**config.mk**
```make
export PLATFORM = sky130hd
export DESIGN_NAME = const_tie_sequencer
export DESIGN_NICKNAME = d
export VERILOG_FILES = /design/src/rtl/const_tie_sequencer_pkg.sv /design/src/rtl/const_tie_sequencer_step_timer.sv /design/src/rtl/const_tie_sequencer.sv
export SDC_FILE = /design/constraint.sdc
export NUM_CORES = 1
export LEC_CHECK = 0
export ABC_CLOCK_PERIOD_IN_PS = 2600
export BUFFER_PORTS_ARGS = -buffer_cell sky130_fd_sc_hd__buf_2
export CAP_MARGIN = 0
export CORE_ASPECT_RATIO = 1.4
export CORE_MARGIN = 2
export CORE_UTILIZATION = 55
export DETAILED_ROUTE_END_ITERATION = 12
export GPL_ROUTABILITY_DRIVEN = 0
export GPL_TIMING_DRIVEN = 0
export PLACE_DENSITY = 0.79
export SLEW_MARGIN = 20
export SYNTH_ARGS = -nofsm -noshare
export SYNTH_HDL_FRONTEND = slang
export SYNTH_SLANG_ARGS = --single-unit
export TNS_END_PERCENT = 100
```
**constraint.sdc**
```tcl
create_clock -name clock -period 2.6 [get_ports clock]
set_input_delay 0.13 -clock clock [delete_from_list [all_inputs] [get_ports clock]]
set_output_delay 0.13 -clock clock [all_outputs]
set_load 0.01 [all_outputs]
```
**src/rtl/const_tie_sequencer_pkg.sv**
```systemverilog
`default_nettype none
// ============================================================================
// const_tie_sequencer_pkg
// Shared state encoding and step-counter width for the tie-off sequencer.
// Revision: 1.0
// ============================================================================
package const_tie_sequencer_pkg;

    localparam int CNT_W = 8;

    typedef enum logic [1:0] {
        ST_IDLE  = 2'd0,
        ST_WAIT  = 2'd1,
        ST_APPLY = 2'd2,
        ST_DONE  = 2'd3
    } state_e;

endpackage
`default_nettype wire

```
**src/rtl/const_tie_sequencer_step_timer.sv**
```systemverilog
`default_nettype none
// ============================================================================
// const_seq_step_timer
// Loadable down-counter that saturates at zero and flags when it reads zero.
// Revision: 1.0
// ============================================================================
module const_seq_step_timer
    import const_tie_sequencer_pkg::*;
(
    input  logic             clock,
    input  logic             resetn,
    input  logic             load,
    input  logic [CNT_W-1:0] load_val,
    output logic             zero
);

    logic [CNT_W-1:0] count_q;
    logic [CNT_W-1:0] count_d;

    always_comb begin
        count_d = count_q;
        if (load) begin
            count_d = load_val;
        end else if (count_q != '0) begin
            count_d = count_q - 1'b1;
        end
    end

    always_ff @(posedge clock or negedge resetn) begin
        if (!resetn) begin
            count_q <= '0;
        end else begin
            count_q <= count_d;
        end
    end

    assign zero = (count_q == '0);

endmodule
`default_nettype wire

```
**src/rtl/const_tie_sequencer.sv**
```systemverilog
`default_nettype none
// ============================================================================
// const_tie_sequencer
// Releases a bank of constant tie-offs to programmed values one per step.
// Revision: 1.0
// ============================================================================
module const_tie_sequencer
    import const_tie_sequencer_pkg::*;
#(
    parameter int   N_TIES      = 38,
    parameter int   STEP_CYCLES = 4,
    parameter logic DEFAULT_VAL = 1'b0
) (
    input  logic                      clock,
    input  logic                      resetn,
    input  logic                      start,
    input  logic                      abort,
    input  logic [N_TIES-1:0]         cfg_value,
    output logic [N_TIES-1:0]         tie_out,
    output logic                      busy,
    output logic                      done,
    output logic [$clog2(N_TIES)-1:0] index
);

    localparam int               IDX_W       = $clog2(N_TIES);
    localparam logic [IDX_W-1:0] LAST_IDX    = IDX_W'(N_TIES - 1);
    localparam logic [CNT_W-1:0] STEP_RELOAD = CNT_W'(STEP_CYCLES - 1);

    state_e            state_q;
    logic [N_TIES-1:0] shadow_q;
    logic [N_TIES-1:0] tie_q;
    logic [IDX_W-1:0]  index_q;
    logic              busy_q;
    logic              done_q;

    logic              accept;
    logic              last;
    logic              tmr_load;
    logic [CNT_W-1:0]  tmr_val;
    logic              tmr_zero;

    always_comb begin
        accept   = ((state_q == ST_IDLE) || (state_q == ST_DONE)) && start && !abort;
        last     = (index_q == LAST_IDX);
        tmr_load = 1'b0;
        tmr_val  = '0;
        if (abort) begin
            tmr_load = 1'b1;
        end else if (accept || ((state_q == ST_APPLY) && !last)) begin
            tmr_load = 1'b1;
            tmr_val  = STEP_RELOAD;
        end
    end

    const_seq_step_timer u_step_timer (
        .clock    (clock),
        .resetn   (resetn),
        .load     (tmr_load),
        .load_val (tmr_val),
        .zero     (tmr_zero)
    );

    always_ff @(posedge clock or negedge resetn) begin
        if (!resetn) begin
            state_q  <= ST_IDLE;
            shadow_q <= '0;
            tie_q    <= {N_TIES{DEFAULT_VAL}};
            index_q  <= '0;
            busy_q   <= 1'b0;
            done_q   <= 1'b0;
        end else if (abort) begin
            state_q <= ST_IDLE;
            tie_q   <= {N_TIES{DEFAULT_VAL}};
            index_q <= '0;
            busy_q  <= 1'b0;
            done_q  <= 1'b0;
        end else begin
            case (state_q)
                ST_IDLE, ST_DONE: begin
                    // Re-sequencing from DONE starts from the ties as they stand.
                    if (start) begin
                        shadow_q <= cfg_value;
                        index_q  <= '0;
                        busy_q   <= 1'b1;
                        done_q   <= 1'b0;
                        state_q  <= ST_WAIT;
                    end
                end
                ST_WAIT: begin
                    if (tmr_zero) begin
                        state_q <= ST_APPLY;
                    end
                end
                ST_APPLY: begin
                    tie_q[index_q] <= shadow_q[index_q];
                    if (last) begin
                        index_q <= '0;
                        busy_q  <= 1'b0;
                        done_q  <= 1'b1;
                        state_q <= ST_DONE;
                    end else begin
                        index_q <= index_q + 1'b1;
                        state_q <= ST_WAIT;
                    end
                end
                default: state_q <= ST_IDLE;
            endcase
        end
    end

    assign tie_out = tie_q;
    assign busy    = busy_q;
    assign done    = done_q;
    assign index   = index_q;

endmodule
`default_nettype wire

```
# Word-level counts from Yosys, hierarchy flattened
# Cells that the tools add are included.
[totals] wordCells=68 regBits=94 out_inout_bits=46
[classes] n_bitwise=1 n_mux=30 add_sub_neg=2 n_reduce_logical=19 n_lt_le_gt_ge=2 eq_ne=7
[op_table] operator="2-to-1 mux 38 bit" n=2
[op_table] operator="bitwise mux 38 bit" n=1
[op_table] operator="2-to-1 mux 8 bit" n=3
[op_table] operator="2-to-1 mux 6 bit" n=3
[op_table] operator="one-hot mux 6 bit (2 select lines)" n=1
[op_table] operator="2-to-1 mux 1 bit" n=10
[op_table] operator="2-to-1 mux 2 bit" n=5
[op_table] operator="!= test 3 bit (second input constant)" n=3
[op_table] operator="zero test 8 bit" n=1
[op_table] operator="nonzero test 8 bit" n=1
[op_table] operator="subtractor 8 x 1 -> 8 bit (second input constant)" n=1
[op_table] operator="less-than comparator 6 x 7 -> 1 bit (second input constant)" n=1
[op_table] operator="adder 6 x 1 -> 6 bit (second input constant)" n=1
[op_table] operator="binary-select mux 1 bit (select 6 bit)" n=1
[op_table] operator="demux 1 bit (select 6 bit)" n=1
[op_table] operator="equality test 6 bit (second input constant)" n=1
[op_table] operator=">= comparator 6 x 1 -> 1 bit (second input constant)" n=1
[op_table] operator="one-hot mux 2 bit (3 select lines)" n=1
[op_table] operator="AND reduction 3 bit" n=2
[op_table] operator="equality test 2 bit (second input constant)" n=2
[op_table] operator="logical AND 1 bit" n=4
[op_table] operator="one-hot mux 1 bit (2 select lines)" n=2
[op_table] operator="AND reduction 2 bit" n=2
[op_table] operator="nonzero test 2 bit" n=2
[op_table] operator="7 further kinds" n=9

# Depth between registers and ports, before layout
[depth] ltp_word=8 mapped_depth=7 ltp_nobuf=6

# Cells and area by module
# Synthesis repeated with hierarchy kept, for this count alone.
[hier_totals] hier_cells=422 area_unflattened_um2=4580.6
[by_module_without_submodules] module="const_tie_sequencer" instances=1 area_each_um2=4103.9 cells_per_inst=368 seq_area_each_um2=2152.1
[by_module_without_submodules] module="const_seq_step_timer" instances=1 area_each_um2=476.7 cells_per_inst=54 seq_area_each_um2=200.2

# Worst setup path before layout
# OpenSTA, ideal clock, no wires.
[synth_path] path_type="register -> register" start="reg u_step_timer.count_q[0]" end="reg state_q[1]" period_less_slack_ps=1905 required_ps=2510 arrival_time_ps=1814 path_stages_with_launch=7 path_buffers=0 setup_slack_ps=695 path_cell_list="dfrtp_1 inv_1 ha_1 or3b_1 or3_1 or4b_1 o221ai_1"
[synth_via] elab_chain_len=3
[synth_rtl] item="start, declared" line_no="const_tie_sequencer_step_timer.sv:17" rtl="logic [CNT_W-1:0] count_q;"
[synth_rtl] item="start signal, assigned" line_no="const_tie_sequencer_step_timer.sv:33" rtl="count_q <= count_d;"
[synth_rtl] item="zero test 8 bit" line_no="const_tie_sequencer_step_timer.sv:37" rtl="assign zero = (count_q == '0);"
[synth_rtl] item="!= test 3 bit (no source line)"
[synth_rtl] item="AND reduction 2 bit (no source line)"
[synth_rtl] item="end signal, assigned" line_no="const_tie_sequencer.sv:65" rtl="state_q <= ST_IDLE;"
[synth_rtl] item="end signal, assigned" line_no="const_tie_sequencer.sv:72" rtl="state_q <= ST_IDLE;"
[synth_rtl] item="end signal, assigned" line_no="const_tie_sequencer.sv:86" rtl="state_q <= ST_WAIT;"
[synth_rtl] item="end, declared" line_no="const_tie_sequencer.sv:29" rtl="state_e state_q;"
# No other way between the ends.
# A chain may end at the register's enable or synchronous reset.

# Final worst setup path
[layout_path] start="reg index_q[0] (netlist: index[0])" end="reg tie_q[16] (netlist: tie_out[16])"
[layout_via] elab_chain_len=7
[layout_rtl] item="start, declared" line_no="const_tie_sequencer.sv:32" rtl="logic [IDX_W-1:0] index_q;"
[layout_rtl] item="start signal, assigned" line_no="const_tie_sequencer.sv:102" rtl="index_q <= index_q + 1'b1;"
[layout_rtl] item="less-than comparator 6 x 7 -> 1 bit (implied by the code) / >= comparator 6 x 1 -> 1 bit (equally long branches)" line_no="const_tie_sequencer.sv:95" rtl="tie_q[index_q] <= shadow_q[index_q];"
[layout_rtl] item="logical AND 1 bit (implied by the code)" line_no="const_tie_sequencer.sv:95"
[layout_rtl] item="2-to-1 mux 1 bit (implied by the code)" line_no="const_tie_sequencer.sv:95"
[layout_rtl] item="demux 1 bit (select 6 bit)" line_no="const_tie_sequencer.sv:95"
[layout_rtl] item="bitwise mux 38 bit *" line_no="const_tie_sequencer.sv:95"
[layout_rtl] item="2-to-1 mux 38 bit *" line_no="const_tie_sequencer.sv:78" rtl="case (state_q)"
[layout_rtl] item="2-to-1 mux 38 bit *" line_no="const_tie_sequencer.sv:71" rtl="end else if (abort) begin"
[layout_rtl] item="end signal, assigned" line_no="const_tie_sequencer.sv:67" rtl="tie_q <= {N_TIES{DEFAULT_VAL}};"
[layout_rtl] item="end signal, assigned" line_no="const_tie_sequencer.sv:73" rtl="tie_q <= {N_TIES{DEFAULT_VAL}};"
[layout_rtl] item="end signal, assigned by index" line_no="const_tie_sequencer.sv:95"
[layout_rtl] item="end, declared" line_no="const_tie_sequencer.sv:31" rtl="logic [N_TIES-1:0] tie_q;"
# Mark *: on every way between the ends. The rest lies on a longest branch, timed or not. The select of a mux whose other input is x is not followed.

==> run metrics <==
status=finished, final reports clean; CTS tree=done; Slew HR=40.3%; Post-Route Skew=0.0121 ns; area fraction of the dominant cell type after synthesis=50.3%; Layout area overhead=19.3%; finished layout cell area=5580 um^2; via-per-instance ratio=6.07; Max Transition Viols Final=0; arrival time worst endpoint=2.56 ns; input/output buffers=87; area post-placement=5280 um^2; CTS H-tree depth=3; CP Max Fanout=10; chip width=82.0 um; layout cells sized above 1=28.5%; worst min path class=input pin to register; initial antenna violation count=0; antenna-violating nets left=0; initial DRC count=267; Yosys cell types=49; Seq/Total Area, Yosys=50.3%; Worst VDD drop=0.494 mV; Final setup viols=0; Core ar.=8200 um^2; CP Launch Type=register; FF+latch count, synth=94; final wirelength=11.9 mm; total clock sinks=94; critical path data required time=2.79 ns; final net count=589; hold_ws=0.0138 ns; Sum Neg Setup Slack=0 ns; Static Leak=2.50 nW; Worst-path clk slew=0.07 ns; reg-to-reg slack, setup=0.23 ns; top_reg_cell synth=dfrtp_1; top post-synthesis cells by area=dfrtp_1 50%, mux2_2 9.6%, o21ai_0 5.9%, nand3b_1 4.7%, nand2_1 3.1%; number of iterations in the first detailed-routing pass=6; Avg Inst Size Synth=10.6 um^2; Initial Utilization=57.1%; number of diodes=0; post-synth top area cell=dfrtp_1; yosys warns=0; FMAX=0.422 GHz; crit path time final=2.37 ns; Skew-Pair Late Insertion Delay=0.34 ns; RSZ-0062 raised after global routing=false; I/O pin count=88; Slew @ Worst Pin=0.889 ns; crit share post-route=91.1%; Routed WL per cell=18.5 um; crit end category=register; total gr overflow=0; Pwr Density=777 nW/um^2; Total Power Consumption=4.34 mW; first-pass GRT wire length=19.0 mm; Syn Nets=489; die height=113 um; DRC viols=0; Setup CP Type=register to register; pin count of the biggest net entering global routing=68; Synth Cell Area=4680 um^2; CTS buffer count=9; vias in the first global route=3877; DPL Wire Length=8.55 mm; Post-synth EDFFs=0; Via Count=3918; clock tree buffer depth=2; Total GRT Usage=27.1%; Hold Fails Final Rpt=0; asr flop ratio synth=100%; synthesized instance count=440; die footprint=9270 um^2; clock root cell=clkbuf_16; FP Rows=39; number of max-cap violations=0
[cells in the mapped netlist (2+ instances only)]
cell type,instances
a211o_1,2
a211oi_1,4
a21oi_1,8
a221o_1,3
a22o_1,3
a31oi_1,3
and2_1,2
and3b_1,3
buf_1,7
buf_2,6
clkbuf_1,16
dfrtp_1,94
ha_1,7
inv_1,7
mux2_2,40
mux2i_1,8
mux4_2,2
nand2_1,39
nand2b_1,2
nand3_1,6
nand3b_1,29
nor2_1,15
nor2b_1,20
nor3_1,7
nor3b_1,4
nor4_1,2
nor4b_1,3
nor4bb_1,3
o21ai_0,55
o311ai_0,2
o31ai_1,10
or3_1,10
xnor2_1,2
[kinds of logic (layout without fill, tap and decap cells)]
kind of cell	after synthesis	in the layout	synth area share [%]
xor+xnor	2	2	0.374
simple gates	153	153	19.3
mux	50	50	12.3
flops	94	94	50.3
compound gates	98	98	12.8
fa+ha+maj	7	7	1.87
buf+inv	36	140	3.05
[per-layer routing]
metal | GRT usage [%] | up-vias | share of wire (%)
li1 | - | 1796 | -
met1 | 34.2 | 1943 | 40
met2 | 44.6 | 151 | 51
met3 | 4.55 | 28 | 5.3
met4 | 12.9 | 0 | 3.1
met5 | 0 | - | 0
[layout make-up]
type                       count  area (um^2)
clock inverter                 4         48.8
tap                          102          128
sequential                    94         2350
timing repair buffer          89          479
clock buffer                  11          233
inverter                       7         26.3
multi-input combinational    310         2200
buffer                        29          116
fill                         662         2620
[power breakdown]
part | leakage [nW] | switching (mW) | internal, mW
sequential | 1.22 | 0.210 | 1.78
clock | 0.139 | 0.545 | 0.739
combinational | 1.14 | 0.520 | 0.539
[path summary, 6_finish.rpt]
path	startpoint	to	cells past startpoint
worst max register to register	index[0]$_DFFE_PN0P_	tie_out[16]$_DFFE_PN0P_	6
worst max-delay path	index[0]$_DFFE_PN0P_	tie_out[16]$_DFFE_PN0P_	6
max in group asynchronous	resetn	shadow_q[23]$_DFFE_PN0P_	3
min in group asynchronous	resetn	shadow_q[19]$_DFFE_PN0P_	2
worst min-delay path	cfg_value[20]	shadow_q[20]$_DFFE_PN0P_	2
worst min register to register	shadow_q[10]$_DFFE_PN0P_	shadow_q[10]$_DFFE_PN0P_	1
[sequential cells by signal, summed over array words and instances, names as in the netlist]
| signal | cells |
|---|---|
| tie_out | 38 |
| busy | 1 |
| state_q | 2 |
| done | 1 |
| u_step_timer.count_q | 8 |
| index | 6 |
| shadow_q | 38 |
[cells in the final DEF, fill, tap and decap left out, drive strengths merged, types with 2 or more instances in the layout]
master	Yosys	final
xnor2	2	2
mux2i	8	8
and3b	3	3
nor2	15	15
clkbuf	16	27
o21ai	55	55
a22o	3	3
nand3b	29	29
nand2	39	39
nand2b	2	2
mux2	40	40
o31ai	10	10
or3	11	11
nor4bb	3	3
dfrtp	94	94
clkinv	0	3
ha	7	7
nor3	7	7
o311ai	2	2
and2	2	2
nor3b	5	5
a31oi	3	3
inv	7	7
buf	13	101
nor4b	4	4
nor2b	20	20
nor4	2	2
mux4	2	2
a211oi	4	4
a211o	2	2
nand3	6	6
a221o	3	3
a21oi	8	8
[timing repair]
| action | 4_1_cts | 5_1_grt |
|---|---|---|
| gates resized for setup | 0 | 2 |
| hold buffers | 1 | 0 |
| endpoints found under the hold margin | 27 | 0 |
| setup endpoints to repair | 0 | 10 |
| buffers inserted | 0 | 0 |
[through the flow]
step	worst slack, ns	util [%]	std cells
5_1_grt	0.0508	68.1	646
3_5_place_dp	0.151	64.4	630
2_1_floorplan	0.695	-	440
6_report	0.231	68.1	646
3_3_place_gp	0.191	63.9	629
4_1_cts	0.129	67.9	646
[worst max-delay path, stage by stage, from the launching register on]
cell and delay [ns]:
dfrtp_1 0.42, clkbuf_1 0.31, buf_2 0.30, buf_2 0.28
nor3_1 0.09, o31ai_1 0.62, o21ai_0 0.19
(Power assumes the default switching activity.)
